`src/rtl/audio_stream_pkg.sv`:
```
// Shared types and default sizes for the audio sample stream reader.
package audio_stream_pkg;

   typedef enum logic [1:0] {
      IDLE  = 2'd0,
      FETCH = 2'd1,
      DRAIN = 2'd2,
      ABORT = 2'd3
   } state_t;

   localparam int WORD_BYTES        = 4;
   localparam int SAMPLE_W          = 32;
   localparam int DEF_AVM_ADDR_W    = 18;
   localparam int DEF_LEN_W         = 17;
   localparam int DEF_FIFO_DEPTH    = 16;
   localparam int DEF_MAX_PENDING   = 4;

endpackage

```
`src/rtl/audio_sample_fifo.sv`:
```
// First-word-fall-through sample FIFO: the head word is always on rd_data,
// and a word pushed on one edge is visible (empty low) right after that edge.
module audio_sample_fifo
   import audio_stream_pkg::*;
#(
   parameter int FIFO_DEPTH = DEF_FIFO_DEPTH,
   parameter int DATA_W     = SAMPLE_W
) (
   input  logic                          clk,
   input  logic                          reset_n,
   input  logic                          push,
   input  logic                          pop,
   input  logic                          flush,
   input  logic [DATA_W-1:0]             wr_data,
   output logic [DATA_W-1:0]             rd_data,
   output logic [$clog2(FIFO_DEPTH):0]   count,
   output logic                          empty,
   output logic                          full
);

   localparam int PTR_W = $clog2(FIFO_DEPTH);
   localparam int CNT_W = PTR_W + 1;

   logic [DATA_W-1:0] mem [FIFO_DEPTH];
   logic [PTR_W-1:0]  wr_ptr;
   logic [PTR_W-1:0]  rd_ptr;
   logic              do_push;
   logic              do_pop;

   assign empty   = (count == '0);
   assign full    = (count == CNT_W'(FIFO_DEPTH));
   assign do_pop  = pop & ~empty & ~flush;
   assign do_push = push & ~flush & (~full | do_pop);
   assign rd_data = mem[rd_ptr];

   // Pointer and occupancy bookkeeping; flush empties the FIFO in one edge.
   always_ff @(posedge clk or negedge reset_n) begin
      if (!reset_n) begin
         wr_ptr <= '0;
         rd_ptr <= '0;
         count  <= '0;
      end else if (flush) begin
         wr_ptr <= '0;
         rd_ptr <= '0;
         count  <= '0;
      end else begin
         if (do_push) wr_ptr <= wr_ptr + PTR_W'(1);
         if (do_pop)  rd_ptr <= rd_ptr + PTR_W'(1);
         count <= count + CNT_W'(do_push) - CNT_W'(do_pop);
      end
   end

   // Storage array, cleared on reset so the head word reads as zero.
   always_ff @(posedge clk or negedge reset_n) begin
      if (!reset_n) begin
         for (int i = 0; i < FIFO_DEPTH; i++) mem[i] <= '0;
      end else if (do_push) begin
         mem[wr_ptr] <= wr_data;
      end
   end

endmodule

```
`src/rtl/audio_stream_reader.sv`:
```
// Avalon-MM pipelined read master that streams sample words from the sample
// memory into an Avalon-ST source. Reads are only issued when the FIFO has
// room for every outstanding response, so returned data is never dropped.
module audio_stream_reader
   import audio_stream_pkg::*;
#(
   parameter int AVM_ADDR_W  = DEF_AVM_ADDR_W,
   parameter int LEN_W       = DEF_LEN_W,
   parameter int FIFO_DEPTH  = DEF_FIFO_DEPTH,
   parameter int MAX_PENDING = DEF_MAX_PENDING
) (
   input  logic                    clk,
   input  logic                    reset_n,
   input  logic                    start,
   input  logic                    abort,
   input  logic [AVM_ADDR_W-1:0]   base_addr,
   input  logic [LEN_W-1:0]        length,
   input  logic                    loop_en,
   output logic                    busy,
   output logic                    done,
   output logic [AVM_ADDR_W-1:0]   avm_address,
   output logic                    avm_read,
   input  logic                    avm_waitrequest,
   input  logic [SAMPLE_W-1:0]     avm_readdata,
   input  logic                    avm_readdatavalid,
   output logic [SAMPLE_W-1:0]     st_data,
   output logic                    st_valid,
   input  logic                    st_ready
);

   localparam int CNT_W  = $clog2(FIFO_DEPTH) + 1;
   localparam int PEND_W = $clog2(MAX_PENDING + 1);
   localparam int SUM_W  = ((CNT_W > PEND_W) ? CNT_W : PEND_W) + 1;

   state_t                  state;
   logic [AVM_ADDR_W-1:0]   addr;
   logic [AVM_ADDR_W-1:0]   base_reg;
   logic [AVM_ADDR_W-1:0]   base_aligned;
   logic [LEN_W-1:0]        remaining;
   logic [LEN_W-1:0]        len_reg;
   logic                    loop_reg;
   logic [PEND_W-1:0]       pending;
   logic [PEND_W-1:0]       pending_next;
   logic [CNT_W-1:0]        fifo_count;
   logic [CNT_W-1:0]        count_next;
   logic                    fifo_empty;
   logic                    fifo_full;
   logic                    accept;
   logic                    stalled;
   logic                    ret;
   logic                    abort_now;
   logic                    push;
   logic                    pop;
   logic                    credit_next;

   assign base_aligned = base_addr & ~AVM_ADDR_W'(WORD_BYTES - 1);
   assign avm_address  = addr;
   assign st_valid     = ~fifo_empty;

   // Per-cycle handshakes and the pending/occupancy values after this edge;
   // the read request for the next cycle is decided from those values.
   always_comb begin
      accept       = avm_read & ~avm_waitrequest;
      stalled      = avm_read & avm_waitrequest;
      ret          = avm_readdatavalid & (pending != '0);
      abort_now    = abort & (state != IDLE);
      push         = ret & ~abort_now & ((state == FETCH) | (state == DRAIN)) & (~fifo_full | pop);
      pop          = st_valid & st_ready;
      pending_next = pending + PEND_W'(accept) - PEND_W'(ret);
      if (abort_now) count_next = '0;
      else           count_next = fifo_count + CNT_W'(push) - CNT_W'(pop);
      credit_next  = (pending_next < PEND_W'(MAX_PENDING)) &&
                     ((SUM_W'(count_next) + SUM_W'(pending_next)) < SUM_W'(FIFO_DEPTH));
   end

   // Control FSM: request issue, pass/loop sequencing, drain and abort.
   always_ff @(posedge clk or negedge reset_n) begin
      if (!reset_n) begin
         state     <= IDLE;
         addr      <= '0;
         base_reg  <= '0;
         remaining <= '0;
         len_reg   <= '0;
         loop_reg  <= 1'b0;
         pending   <= '0;
         avm_read  <= 1'b0;
         busy      <= 1'b0;
         done      <= 1'b0;
      end else begin
         done    <= 1'b0;
         pending <= pending_next;
         case (state)
            IDLE: begin
               avm_read <= 1'b0;
               busy     <= 1'b0;
               if (start) begin
                  if (length != '0) begin
                     state     <= FETCH;
                     busy      <= 1'b1;
                     base_reg  <= base_aligned;
                     addr      <= base_aligned;
                     len_reg   <= length;
                     remaining <= length;
                     loop_reg  <= loop_en;
                     avm_read  <= credit_next;
                  end else begin
                     done <= 1'b1;
                  end
               end
            end
            FETCH: begin
               if (abort_now) begin
                  state    <= ABORT;
                  avm_read <= stalled;
               end else if (stalled) begin
                  avm_read <= 1'b1;
               end else if (accept) begin
                  if (remaining == LEN_W'(1)) begin
                     if (loop_reg) begin
                        addr      <= base_reg;
                        remaining <= len_reg;
                        avm_read  <= credit_next;
                     end else begin
                        addr      <= addr + AVM_ADDR_W'(WORD_BYTES);
                        remaining <= '0;
                        state     <= DRAIN;
                        avm_read  <= 1'b0;
                     end
                  end else begin
                     addr      <= addr + AVM_ADDR_W'(WORD_BYTES);
                     remaining <= remaining - LEN_W'(1);
                     avm_read  <= credit_next;
                  end
               end else begin
                  avm_read <= credit_next;
               end
            end
            DRAIN: begin
               avm_read <= 1'b0;
               if (abort_now) begin
                  state <= ABORT;
               end else if (pending_next == '0) begin
                  state <= IDLE;
                  busy  <= 1'b0;
                  done  <= 1'b1;
               end
            end
            ABORT: begin
               avm_read <= stalled;
               if ((pending_next == '0) && !stalled) begin
                  state <= IDLE;
                  busy  <= 1'b0;
               end
            end
            default: begin
               state    <= IDLE;
               avm_read <= 1'b0;
               busy     <= 1'b0;
            end
         endcase
      end
   end

   audio_sample_fifo #(
      .FIFO_DEPTH (FIFO_DEPTH),
      .DATA_W     (SAMPLE_W)
   ) u_fifo (
      .clk     (clk),
      .reset_n (reset_n),
      .push    (push),
      .pop     (pop),
      .flush   (abort_now),
      .wr_data (avm_readdata),
      .rd_data (st_data),
      .count   (fifo_count),
      .empty   (fifo_empty),
      .full    (fifo_full)
   );

endmodule

```
`config.mk`:
```
export PLATFORM = sky130hd
export DESIGN_NAME = audio_stream_reader
export DESIGN_NICKNAME = d
export VERILOG_FILES = /design/src/rtl/audio_stream_pkg.sv /design/src/rtl/audio_sample_fifo.sv /design/src/rtl/audio_stream_reader.sv
export SDC_FILE = /design/constraint.sdc
export NUM_CORES = 1
export LEC_CHECK = 0
export BUFFER_PORTS_ARGS = -buffer_cell sky130_fd_sc_hd__buf_2
export CORE_ASPECT_RATIO = 2
export CORE_MARGIN = 2
export CORE_UTILIZATION = 60
export CTS_CLUSTER_SIZE = 24
export DETAILED_ROUTE_END_ITERATION = 8
export PLACE_DENSITY = 0.8
export SYNTH_ARGS = -nofsm -noshare
export SYNTH_HDL_FRONTEND = slang
export SYNTH_SLANG_ARGS = --single-unit
```
`constraint.sdc`:
```
create_clock -name clk -period 3.84 [get_ports clk]
set_clock_uncertainty 0.15 [all_clocks]
set_input_delay 0 -clock clk [delete_from_list [all_inputs] [get_ports clk]]
set_output_delay 0 -clock clk [all_outputs]
set_load 0.05 [all_outputs]
```
# After elaboration in Yosys (flattened, before gate mapping)
# Cells that the tools add are included.
# op_classes
n_addsub	11
magnitude_cmp	5
n_eq_ne	18
mux	58
n_bitwise	21
reduce_logical	18
# ops
operator	n
bitwise mux 512 bit	1
binary-select mux 32 bit (select 4 bit)	1
demux 32 bit (select 4 bit)	1
two-way mux 18 bit	7
two-way mux 17 bit	7
two-way mux 32 bit	3
one-hot mux 18 bit (2 select lines)	1
one-hot mux 17 bit (2 select lines)	1
two-way mux 2 bit	10
adder 18 x 3 -> 18 bit, second input constant	1
equality test 17 x 1 -> 1 bit, second input constant	1
nonzero test 17 bit	1
subtractor 17 x 1 -> 17 bit, second input constant	1
two-way mux 1 bit	16
two-way mux 4 bit	4
inequality test 2 bit, second input constant	7
bitwise AND 1 bit	12
adder 5 x 1 -> 5 bit	2
>= comparator 5 bit, second input constant	2
two-way mux 5 bit	2
inverter 4 -> 5 bit	2
subtractor 5 x 1 -> 5 bit	2
inequality test 3 x 2 -> 1 bit, second input constant	3
adder 4 x 1 -> 4 bit, second input constant	2
other kinds (28)	41
# totals
ff_bits	602
in_bits	75
out_inout_bits	54
elab_cells	160

# Logic depth before layout (Yosys ltp)
# Gate-level depths: netlist (run 1).
# logic_depth
depth_word	18
depth_mapped	16
mapped_depth_nobuf	15

# Cells and area by module
# From an unflattened synthesis (run 1), not the netlist that was laid out.
# unflattened
cells_unflattened	2116
hier_area_um2	28863.9
# modules_own_cells
mod	instances	cells_each	area_per_inst_um2	seq_area_each_um2
audio_sample_fifo	1	1618	24184.4	13137.6
audio_stream_reader	1	498	4679.5	1876.8

# Worst setup path before layout (run 1)
# Ideal clock, no wire load.
# synth_path
path_type	flip-flop to flip-flop
from	register u_fifo.count[3]
to	register avm_read
setup_ns	0.082
arrival_time_ns	3.359
required_time_ns	3.608
slack_ns	0.249
stages_incl_launch_ff	17
n_path_buf	1
period_less_slack_ns	3.591
path_cell_list	dfrtp_1 inv_1 ha_1 nand3b_1 and2_1 clkbuf_1 ha_1 inv_1 ha_1 fa_1 and2_1 ha_1 a31oi_1 nor2b_1 o21ai_0 a21oi_1 o22ai_1
# synth_via
elab_chain_len	17
elab_cells_between_ends	21
classes_between	add/sub: 3; order compare: 1; eq/ne: 1; mux: 9; bitwise: 5; reduce/logical: 2
# synth_rtl
element	line_no	source
start, declared	audio_sample_fifo.sv:16	output logic [$clog2(FIFO_DEPTH):0] count,
start signal, assigned	audio_sample_fifo.sv:49	count <= count + CNT_W'(do_push) - CNT_W'(do_pop);
logical NOT 5 bit *	audio_sample_fifo.sv:30	assign empty = (count == '0);
inverter 1 bit *	audio_stream_reader.sv:58	assign st_valid = ~fifo_empty;
named net st_valid	audio_stream_reader.sv:27	output logic st_valid,
bitwise AND 1 bit *	audio_stream_reader.sv:68	pop = st_valid & st_ready;
bitwise OR 1 bit	audio_stream_reader.sv:67	push = ret & ~abort_now & ((state == FETCH) | (state == DRAIN)) & (~fifo_full | pop);
bitwise AND 1 bit	audio_stream_reader.sv:67	
adder 5 x 1 -> 5 bit	audio_stream_reader.sv:71	else count_next = fifo_count + CNT_W'(push) - CNT_W'(pop);
subtractor 5 x 1 -> 5 bit *	audio_stream_reader.sv:71	
[2 not listed]	-	
< comparator 6 x 5 -> 1 bit *	audio_stream_reader.sv:73	((SUM_W'(count_next) + SUM_W'(pending_next)) < SUM_W'(FIFO_DEPTH));
logical AND 1 bit *	audio_stream_reader.sv:72	credit_next = (pending_next < PEND_W'(MAX_PENDING)) &&
two-way mux 1 bit	audio_stream_reader.sv:119	if (loop_reg) begin
two-way mux 1 bit	audio_stream_reader.sv:118	if (remaining == LEN_W'(1)) begin
two-way mux 1 bit	audio_stream_reader.sv:117	end else if (accept) begin
two-way mux 1 bit	audio_stream_reader.sv:115	end else if (stalled) begin
two-way mux 1 bit	audio_stream_reader.sv:112	if (abort_now) begin
one-hot mux 1 bit (4 select lines) *	audio_stream_reader.sv:92	case (state)
end signal, assigned	audio_stream_reader.sv:105	avm_read <= credit_next;
end signal, assigned	audio_stream_reader.sv:114	avm_read <= stalled;
end signal, assigned	audio_stream_reader.sv:122	avm_read <= credit_next;
end, declared	audio_stream_reader.sv:22	output logic avm_read,
# The timed path passes the listed nets; every way through them passes the cells marked *.
# A chain may end at the register's enable or synchronous reset.

# Worst setup path after layout (run 1)
# layout_path
from	register pending[1]
to	register busy
# layout_via
elab_chain_len	7
elab_cells_between_ends	9
classes_between	add/sub: 2; eq/ne: 2; bitwise: 1; reduce/logical: 4
# layout_rtl
element	line_no	source
start, declared	audio_stream_reader.sv:42	logic [PEND_W-1:0] pending;
start signal, assigned	audio_stream_reader.sv:91	pending <= pending_next;
branches (longest 2 deep; another with adder 3 x 1 -> 3 bit)	-	
subtractor 3 x 1 -> 3 bit *	audio_stream_reader.sv:69	pending_next = pending + PEND_W'(accept) - PEND_W'(ret);
named net pending_next[2]	audio_stream_reader.sv:43	logic [PEND_W-1:0] pending_next;
logical NOT 3 bit *	audio_stream_reader.sv:142, audio_stream_reader.sv:150	
logical AND 1 bit	audio_stream_reader.sv:150	if ((pending_next == '0) && !stalled) begin
inequality test 2 bit (no source line)	-	
AND reduction 4 bit (no source line) *	-	
end signal, assigned	audio_stream_reader.sv:144	busy <= 1'b0;
end signal, assigned	audio_stream_reader.sv:152	busy <= 1'b0;
end signal, assigned	audio_stream_reader.sv:158	busy <= 1'b0;
end, declared	audio_stream_reader.sv:19	output logic busy,
# Mark *: on every way through the listed nets, which the timed path passes.

==> results of run 1 <==
==> layout by cell type, fill, tap and decap left out, drive strengths merged, types with 4 or more instances in the layout <==
master | netlist | routed
a21oi | 13 | 13
inv | 21 | 22
and3 | 12 | 12
nor4 | 10 | 10
or3 | 4 | 4
mux2i | 9 | 9
bufinv | 0 | 5
mux4 | 160 | 160
nor2b | 6 | 6
and2 | 7 | 7
nand4 | 4 | 4
nand2 | 52 | 52
a21o | 4 | 4
a22o | 4 | 4
nor2 | 63 | 63
xnor2 | 20 | 20
xor2 | 10 | 10
buf | 83 | 181
o21ai | 39 | 39
ha | 26 | 26
o211ai | 5 | 5
nand2b | 13 | 13
o2bb2ai | 5 | 5
nand3 | 30 | 30
nor3 | 14 | 14
dlygate4sd3 | 0 | 74
o22ai | 4 | 4
clkbuf | 72 | 73
o31ai | 4 | 4
dfrtp | 600 | 600
o311a | 4 | 4
mux2 | 550 | 550
clkinv | 0 | 11
a31oi | 16 | 16
==> layout make-up <==
class / instances / share of cell area [%]
clock buffers: 73 / 4.68
repair buffers: 255 / 6.30
flip-flops and latches: 600 / 46.6
diodes: 2 / 0.0155
multi-input cells: 1124 / 39.0
well taps: 627 / 2.43
clock inverters: 19 / 0.721
inverters: 21 / 0.244
==> cells by family (layout without fill, tap and decap cells) <==
logic type / count (synthesis) / in the layout
buf+inv: 176 / 368
simple gates: 228 / 228
xor+xnor: 31 / 31
mux: 719 / 719
other cells: 1 / 4
flops: 600 / 600
compound gates: 115 / 115
fa+ha+maj: 29 / 29
==> stage by stage <==
step / area, sq um / setup WS (ns) / power [mW]
2_1_floorplan: 28300 / 0.249 / 13.4
3_3_place_gp: 29700 / 0.519 / 15.1
3_5_place_dp: 29700 / 0.392 / 15.4
4_1_cts: 32200 / 0.0277 / 20.9
5_1_grt: 32300 / 0.101 / 21.8
6_report: 32300 / 0.248 / 20.8
==> worst max-delay path: cells and delay by family (launching register included) <==
kind / cells / cell delay [ns]
AOI/OAI and AO/OA: 4 / 0.73
adders and majority gates: 3 / 0.84
xor gates and xnor gates: 1 / 0.28
and+or+nand+nor: 2 / 0.46
buffers and inverters: 2 / 0.60
DFF: 1 / 0.41
==> per-layer routing <==
metal	routed length (microns)	vias to the layer above
met5	0	-
met4	3080	0
met3	2810	194
met2	37200	502
met1	24800	9240
li1	-	7324
==> power by group through the flow <==
stage / Clock (mW) / Sequential [mW] / Combinational [mW]
after floorplan: 0 / 8.13 / 5.28
after global placement: 0 / 8.14 / 6.96
after detailed placement: 0 / 8.23 / 7.14
after CTS: 5.47 / 8.12 / 7.26
after global routing: 5.73 / 8.26 / 7.77
final: 5.40 / 8.15 / 7.26
==> final timing paths <==
path	slack, ns	endpoint	start	cells after the start
max in group asynchronous	2.94	u_fifo.mem[469]	reset_n	3
min in group clk	0.04	loop_reg	loop_en	3
hold / removal	0.01	avm_address[5]	reset_n	3
setup / recovery	0.25	busy	pending[1]	12
setup reg to reg	0.25	busy	pending[1]	12
hold reg to reg	0.34	u_fifo.mem[113]	u_fifo.mem[113]	1
==> timing repair <==
action / 4_1_cts / 5_1_grt
hold buffers: 75 / 0
setup endpoints to repair: 0 / 1
endpoints found under the hold margin: 969 / 0
gates resized for setup: 0 / 4
==> results.txt, run 1 <==
Die Ht: 311 microns
Synth Area in XOR/XNOR: 1.01%
Post-Synth Simple-Gate Area: 4.14%
First-pass GRT wire length: 107000 microns
M1 GR Usage: 33.1%
Seq cells post-synth: 600
Syn Inst Count: 1899
Worst setup EP type: flip-flop
Yosys cell types: 67
Antenna Nets Post-Route: 0
Die width: 158 microns
Fin crit share: 93.5%
FF+latch area: 0.0150 sq mm
Placed Cells: 2552
GRT busiest layer: met2
Leakage Power: 15.2 nW
PD cells: 645 mW/mm^2
Crit-path max FO: 4
Net Sw Frac: 35.6%
Clk network pwr share: 25.9%
Pin count of the biggest net entering global routing: 125
Peak VDD IR: 536 uV
Rows: 112
HPWL after DPL: 40900 microns
Post-synthesis mux area share: 34.9%
GRT Residual Overflow: 0
Port Buffers: 124
Max stage delay on crit path: 0.56 ns
Share of the synthesized area in the top cell type: 53.0%
Root Driver: clkbuf_16
Area of the multi-input gates: 0.0126 sq mm
Async SR Flop Fraction: 100%
Crit-path slowest cell: dlygate4sd3_1
Largest family of logic cells by synthesized area: multiplexers
Fin. Hold Viols: 0
Vias in the first global route: 19.0k
Fmax: 278 MHz
WL/cell: 25.0 microns
Critical path cell sequence: o31a_1, ha_1, inv_1, ha_1, fa_1, xnor3_2, or3_4, o21ai_2, nand2_1, o21ai_1, o41ai_1, dlygate4sd3_1
Synth top area cells: dfrtp_1, mux2_2, mux4_2
H-Tree Depth: 2
Worst slew pin tran: 1.18 ns
Synth Area in Compound Gates: 2.66%
Final net count: 2157
Post-route DRC: 0
Status: finished clean
IO Count: 129
Synth Flop Type: dfrtp_1
Final setup violation count: 0
Sequential fraction of the synthesis area: 53.0%
Layout fillers: 3046
Hold Crit Class: in2async
TritonCTS Buffers: 51
Met3 usage: 4.20%
Synthesized area: 0.0283 sq mm
RSZ-0062 raised after global routing: no
Sum Neg Setup Slack: 0 ns
Combinational group share of total power: 34.9%
Crit path launch type: flip-flop
Initial DRC Count: 1219
Final Max Slew Viols: 0
Worst Path Arrival: 3.91 ns
Cell taking the most area after synthesis: dfrtp_1
Commonest cells post-synth: dfrtp_1, mux2_2, mux4_2
Internal power: 13.4 mW
Largest register FFs: 512
Total length of routed wires: 67900 microns
CTS Buffer Depth: 3
Final GP Congestion: 0.822
Max_slew headroom: 21.3%
Clk Latency, worst-skew pair: 0.59 ns
Setup bufs post-CTS: 0
GR Util All Layers: 28.5%
Fin cells: 2721
EDFF count, synth: 0
Hold_ws: 0.0105 ns
Most common cell in the netlist: dfrtp_1
CTS tree: built
Most frequent CP cell: ha_1
Layout cells sized above 1: 48.0%
Initial Util: 60.7%
Vias: 17.3k
NetSw: 7.40 mW
Vias per cell: 6.34
Core area: 0.0467 sq mm
Critical Path RT: 4.16 ns
Antenna violations before repair: 3
Worst-path clk slew: 0.07 ns
Share of power burned in registers: 39.2%
Fin crit period: 3.59 ns
Routing usage on met2: 51.0%
Max Cap Viol: 0
Die area: 0.0491 sq mm
TritonRoute pass-1 iters: 8
Clock Sinks: 600
Critical Setup Path Class: reg2reg
Post-synthesis adder-cell area fraction: 1.36%
Synth Warn #: 0
Area Overhead vs Synth: 13.9%
Syn Area/Cell: 14.9 sq um
Final Core Density: 69.1%
Note: power is estimated with default switching activity, not from simulation.
==> inputs of run 2 (changes only) <==
- PLACE_DENSITY: 0.8 -> 0.79
==> run 2 against run 1 <==
  * The run now ends with negative hold slack left
  * Clock power increased by 4%
  * Critical path depth unchanged
  * Cell count increased by 0.33%
  * Core utilization about the same
  * Largest power group unchanged
  * Highest routed layer unchanged
==> results.txt, run 2 (synthesis gave the netlist of run 1 again) <==
Clock Sinks: 600 (unchanged)
CTS tree: built
Largest register FFs: 512 (unchanged)
Crit-path max FO: 4 (unchanged)
Sum Neg Setup Slack: 0 ns (unchanged)
TritonCTS Buffers: 52 (+2.0%)
IO Count: 129 (unchanged)
Peak VDD IR: 528 uV (-1.4%)
M1 GR Usage: 33.9% (+0.81 points)
Fin crit period: 3.58 ns (-0.00880 ns)
Die width: 158 microns (unchanged)
Rows: 112 (unchanged)
Final net count: 2161 (+0.19%)
Die area: 0.0491 sq mm (unchanged)
Worst setup EP type: flip-flop
Most frequent cells in the layout: dfrtp_1, mux2_2, mux4_2
Die Ht: 311 microns (unchanged)
WL/cell: 24.0 microns (-3.6%)
Worst slew pin tran: 1.10 ns (-0.0787 ns)
Total length of routed wires: 65700 microns (-3.3%)
Final Max Slew Viols: 0 (unchanged)
CP Buf/Inv Count: 2 (unchanged)
Post-route DRC: 0 (unchanged)
Clk Latency, worst-skew pair: 0.59 ns (about the same)
Crit path launch type: flip-flop
Setup WS post-layout: 0.257 ns (+0.00880 ns)
Fin. Hold Viols: 5 (+5)
GRT busiest layer: met2
GR Util All Layers: 27.6% (-0.89 points)
H-Tree Depth: 2 (unchanged)
CTS Buffer Depth: 3 (unchanged)
Vias: 17.1k (-1.1%)
Hold Crit Class: in2async
Hold_ws: -0.0140 ns (-0.0245 ns)
GRT Residual Overflow: 0 (unchanged)
Vias per cell: 6.25 (-1.4%)
Max stage delay on crit path: 0.56 ns (about the same)
Area Overhead vs Synth: 13.9% (about the same)
Met3 usage: 4.10% (-0.097 points)
Top delay family on crit path: adder cells
Port Buffers: 124 (unchanged)
Antenna violations before repair: 2 (-1)
Most frequent CP cell: ha_1
Initial Util: 60.7% (unchanged)
TritonRoute pass-1 iters: 5 (-3)
Violated checks: negative hold slack
Leakage Power: 15.2 nW (about the same)
Vias in the first global route: 18.7k (-1.6%)
Worst Path Arrival: 3.91 ns (about the same)
Final GP Congestion: 0.869 (+5.8%)
DP Worst Slack: 0.381 ns (-0.0110 ns)
Critical Path RT: 4.16 ns (about the same)
Worst-path clk slew: 0.06 ns (about the same)
Status: complete, but fails checks
RR Startpoint: pending[1]
PD cells: 647 mW/mm^2 (+0.37%)
Antenna Nets Post-Route: 0 (unchanged)
First-pass GRT wire length: 104000 microns (-2.4%)
RSZ-0062 raised after global routing: no
Layout cells sized above 1: 48.0% (about the same)
Core area: 0.0467 sq mm (unchanged)
Fmax: 279 MHz (+0.25%)
Routing usage on met2: 48.2% (-2.9 points)
Initial DRC Count: 1252 (+2.7%)
Pin count of the biggest net entering global routing: 125 (unchanged)
Root Driver: clkbuf_16
Max Cap Viol: 0 (unchanged)
Fin crit share: 93.3% (-0.23 points)
HPWL after DPL: 39100 microns (-4.3%)
Commonest non-fill, non-tap cell in the layout: dfrtp_1
Max_slew headroom: 26.6% (+5.2 points)
Critical Setup Path Class: reg2reg
Crit path from: pending[1]
Critical path cell sequence: o31a_1, ha_1, inv_1, ha_1, fa_1, xnor3_2, or3_4, o21ai_2, nand2_1, o21ai_0, o41ai_1, dlygate4sd3_1
Final setup violation count: 0 (unchanged)
Crit-path slowest cell: dlygate4sd3_1
## run 2: cell count changes in the layout (fill, tap and decap cells not counted), moves of 2 or more
cell       before  now
clkinv_2       10    6
clkbuf_8       15   17
buf_4          39   50
clkbuf_1        7   12
clkbuf_16      51   53
buf_12         17   10
## run 2: metrics by stage
step	total power [mW]	instance area [sq um]	util, %	std cells
after floorplan	13.4	28300	-	1900
after global placement	15.0	29700	63.6	2556
after detailed placement	15.3	29700	63.6	2556
after CTS	21.0	32300	69.1	2728
after global routing	21.9	32300	69.2	2730
final	20.9	32300	69.2	2730
## run 2: final cells by class
type	count	area [sq um]
clock buffer	82	1610
fill	3048	14400
sequential	600	15000
tap	627	785
timing repair buffer	258	1950
antenna	2	5.00
multi-input combinational	1124	12600
inverter	21	78.8
clock inverter	16	229
## run 2: worst paths after layout
path | end | slack (ns) | cells after the start
min | u_fifo.rd_ptr[1] | -0.01 | 2
min reg2reg | u_fifo.mem[110] | 0.34 | 1
max reg2reg | busy | 0.26 | 12
min in group clk | base_reg[17] | 0.04 | 3
max in group asynchronous | u_fifo.mem[459] | 2.41 | 3
max | busy | 0.26 | 12
## run 2: power by group
part	internal (mW)	leakage [nW]	switching, mW	total, mW
clock network	3.22	0.900	2.37	5.59
logic	3.04	6.22	4.09	7.13
registers	7.27	8.09	0.895	8.17
## run 2: routing by layer
metal	share of wire, %	vias to the layer above	routed length, microns
met4	4.1	0	2720
li1	-	7337	-
met2	54	472	35200
met1	38	9098	24900
met3	4.4	159	2890
met5	0	-	0
## run 2: repair_timing
| action | CTS | global route |
|---|---|---|
| setup endpoints to repair | 0 | 1 |
| resized for setup | 0 | 4 |
| setup buffers | 0 | 0 |
| hold endpoints to repair | 755 | 0 |
| hold buffers | 74 | 0 |
==> inputs of run 3 (changes only) <==
- CORE_UTILIZATION: 60 -> 30
- PLACE_DENSITY: 0.79 -> 0.46
- SYNTH_HIERARCHICAL: default -> 1
==> run 3 against run 2 <==
  * The run ends with negative setup slack left
  * Synthesized cell count grew 11%
  * Fmax decreased by 12%
  * Synthesized area is 1.9% higher
  * Clock-buffer cell count increased by 9
  * Global-route usage fell by 12 points
  * Routed wire length rose by 20%
  * Critical path type unchanged
  * Highest routed layer unchanged
==> results.txt, run 3 <==
Status: complete, but fails checks
Violated checks: negative setup slack
Max_slew headroom: 54.0% (+27 points)
Commonest non-fill, non-tap cell in the layout: dfrtp_1
PD cells: 633 mW/mm^2 (-2.2%)
Leakage Power: 16.3 nW (+6.9%)
Fin cells: 3589 (+31%)
Synthesized area: 0.0289 sq mm (+1.9%)
WL/cell: 21.9 microns (-8.8%)
TritonCTS Buffers: 60 (+15%)
Most common cell in the netlist: dfrtp_1
EDFF count, synth: 0 (unchanged)
Antenna violations before repair: 2 (unchanged)
Fin crit share: 106% (+12 points)
Initial Util: 30.1% (-31 points)
Hold Crit Class: in2reg
Placed Cells: 3382 (+32%)
Fin. Hold Viols: 0 (-5)
Final net count: 2425 (+12%)
Crit path launch type: flip-flop
Seq cells post-synth: 600 (unchanged)
Fin crit period: 4.06 ns (+0.472 ns)
Post-route DRC: 0 (unchanged)
GRT Residual Overflow: 0 (unchanged)
CTS tree: built
Synth Warn #: 6 (+6)
Vias in the first global route: 19.1k (+2.1%)
HPWL after DPL: 47700 microns (+22%)
Peak VDD IR: 488 uV (-7.6%)
CTS Buffer Depth: 3 (unchanged)
Final Max Slew Viols: 0 (unchanged)
Total length of routed wires: 78700 microns (+20%)
Die Ht: 443 microns (+42%)
GR Util All Layers: 16.1% (-12 points)
Root Driver: clkbuf_16
Clock Sinks: 600 (unchanged)
Setup WS post-layout: -0.216 ns (-0.472 ns)
Cell taking the most area after synthesis: dfrtp_1
Syn Inst Count: 2116 (+11%)
Hold_ws: 0.0439 ns (+0.0579 ns)
Initial DRC Count: 999 (-20%)
H-Tree Depth: 2 (unchanged)
Synth top area cells: dfrtp_1, mux2_2, mux4_2
Worst-path clk slew: 0.07 ns (about the same)
Vias per cell: 5.10 (-18%)
Largest register FFs: 512 (unchanged)
Share of the synthesized area in the top cell type: 52.0% (-0.99 points)
Die width: 223 microns (+42%)
Antenna Nets Post-Route: 0 (unchanged)
Worst slew pin tran: 0.690 ns (-0.411 ns)
Vias: 18.3k (+7.3%)
Yosys cell types: 74 (+10%)
Async SR Flop Fraction: 100% (unchanged)
RSZ-0062 raised after global routing: yes
TritonRoute pass-1 iters: 5 (unchanged)
Layout fillers: 9452 (+210%)
Area Overhead vs Synth: 19.1%
Syn Area/Cell: 13.6 sq um (-8.6%)
Port Buffers: 124 (unchanged)
Fmax: 247 MHz (-12%)
Synth Flop Type: dfrtp_1
Clk Latency, worst-skew pair: 0.66 ns (+0.07 ns)
Commonest cells post-synth: dfrtp_1, mux2_2, mux2i_1
Sequential fraction of the synthesis area: 52.0% (-0.99 points)
Total Power: 21.8 mW (+4.2%)
Final GP Congestion: 0.727 (-16%)
Layout cells sized above 1: 37.0% (-11 points)
Final Core Density: 35.9% (-33 points)
Critical Path RT: 4.22 ns (+0.06 ns)
Crit-path max FO: 2 (-2)
Pin count of the biggest net entering global routing: 86 (-31%)
Worst Path Arrival: 4.44 ns (+0.53 ns)
IO Count: 129 (unchanged)
Core area: 0.0959 sq mm (+110%)
Worst setup EP type: flip-flop
Max Cap Viol: 0 (unchanged)
Rows: 161 (+44%)
First-pass GRT wire length: 122000 microns (+18%)
Critical Setup Path Class: reg2reg
Most frequent cells in the layout: dfrtp_1, mux2_2, mux2i_1
Final setup violation count: 1 (+1)
Die area: 0.0989 sq mm (+100%)
## run 3: cell type report
type	count	area, sq um	area share (%)
Multi-Input combinational cell	1308	13000	37.7
Clock inverter	17	209	0.608
Clock buffer	91	1810	5.26
Sequential cell	600	15000	43.7
Antenna cell	2	5.00	0.0146
Timing Repair Buffer	314	2690	7.83
Inverter	35	136	0.397
Tap cell	1222	1530	4.45
## run 3: cell families (layout without fill, tap and decap cells)
kind of cell	count (synthesis)	in the layout	share of synthesized area (%)
multiplexers	741	741	30.8
flip-flops	600	600	52.0
AO/OA/AOI/OAI	274	274	6.69
AND/OR/NAND/NOR	230	230	4.48
buffers and inverters	209	457	3.58
adder cells (fa/ha/maj)	31	31	1.42
XOR/XNOR	30	30	0.962
other	1	4	0.0130
## run 3: timing repair
| action | in CTS | in global routing |
|---|---|---|
| gates cloned | 0 | 0 |
| setup endpoints to repair | 1 | 177 |
| endpoints found under the hold margin | 1069 | 0 |
| hold buffers | 80 | 0 |
| setup buffers | 8 | 11 |
| gates resized for setup | 12 | 15 |
| pin swaps | 4 | 8 |
## run 3: critical path, cell delays in order, from the launching register on
cell and delay (ns):
dfrtp_1 0.39, inv_2 0.08, ha_4 0.13, or4b_4 0.48, inv_4 0.08, nor2b_4 0.04
nand2b_4 0.12, nand4_1 0.10, buf_4 0.14, ha_4 0.19, inv_2 0.06, ha_4 0.12
fa_1 0.38, and2_1 0.15, ha_1 0.28, a31o_2 0.24, a21oi_2 0.13, a21oi_2 0.05
or4b_4 0.47, a31oi_1 0.14
## run 3: per-stage QoR
stage / TNS, ns / setup WS [ns] / instance area (sq um)
3_3_place_gp: -0.194 / -0.194 / 31300
6_report: -0.216 / -0.216 / 34400
5_1_grt: -0.518 / -0.350 / 34400
3_5_place_dp: -0.270 / -0.270 / 31300
4_1_cts: -0.599 / -0.256 / 34200
2_1_floorplan: -0.140 / -0.140 / 28900
## run 3: power breakdown
group          total (mW)  switching (mW)  internal (mW)
Clock                6.05            2.60           3.45
Combinational        7.87            4.73           3.14
Sequential           7.86           0.718           7.14
## run 3: path summary, 6_finish.rpt
path / start / to / slack [ns] / cells past startpoint
max: u_fifo/count[3] / avm_read / -0.22 / 19
min: base_addr[5] / base_reg[5] / 0.04 / 3
max reg2reg: u_fifo/count[3] / avm_read / -0.22 / 19
min reg2reg: u_fifo/mem[407] / u_fifo/mem[407] / 0.33 / 1
max in group asynchronous: reset_n / u_fifo/count[0] / 2.45 / 5
min in group asynchronous: reset_n / u_fifo/mem[257] / 0.48 / 4
## run 3: per-layer routing
layer	GRT usage, %	vias to the layer above	wire (microns)
li1	-	8287	-
met1	22.5	9665	37200
met2	26.7	286	37900
met3	1.92	81	2220
met4	3.53	0	1410
met5	0	-	0
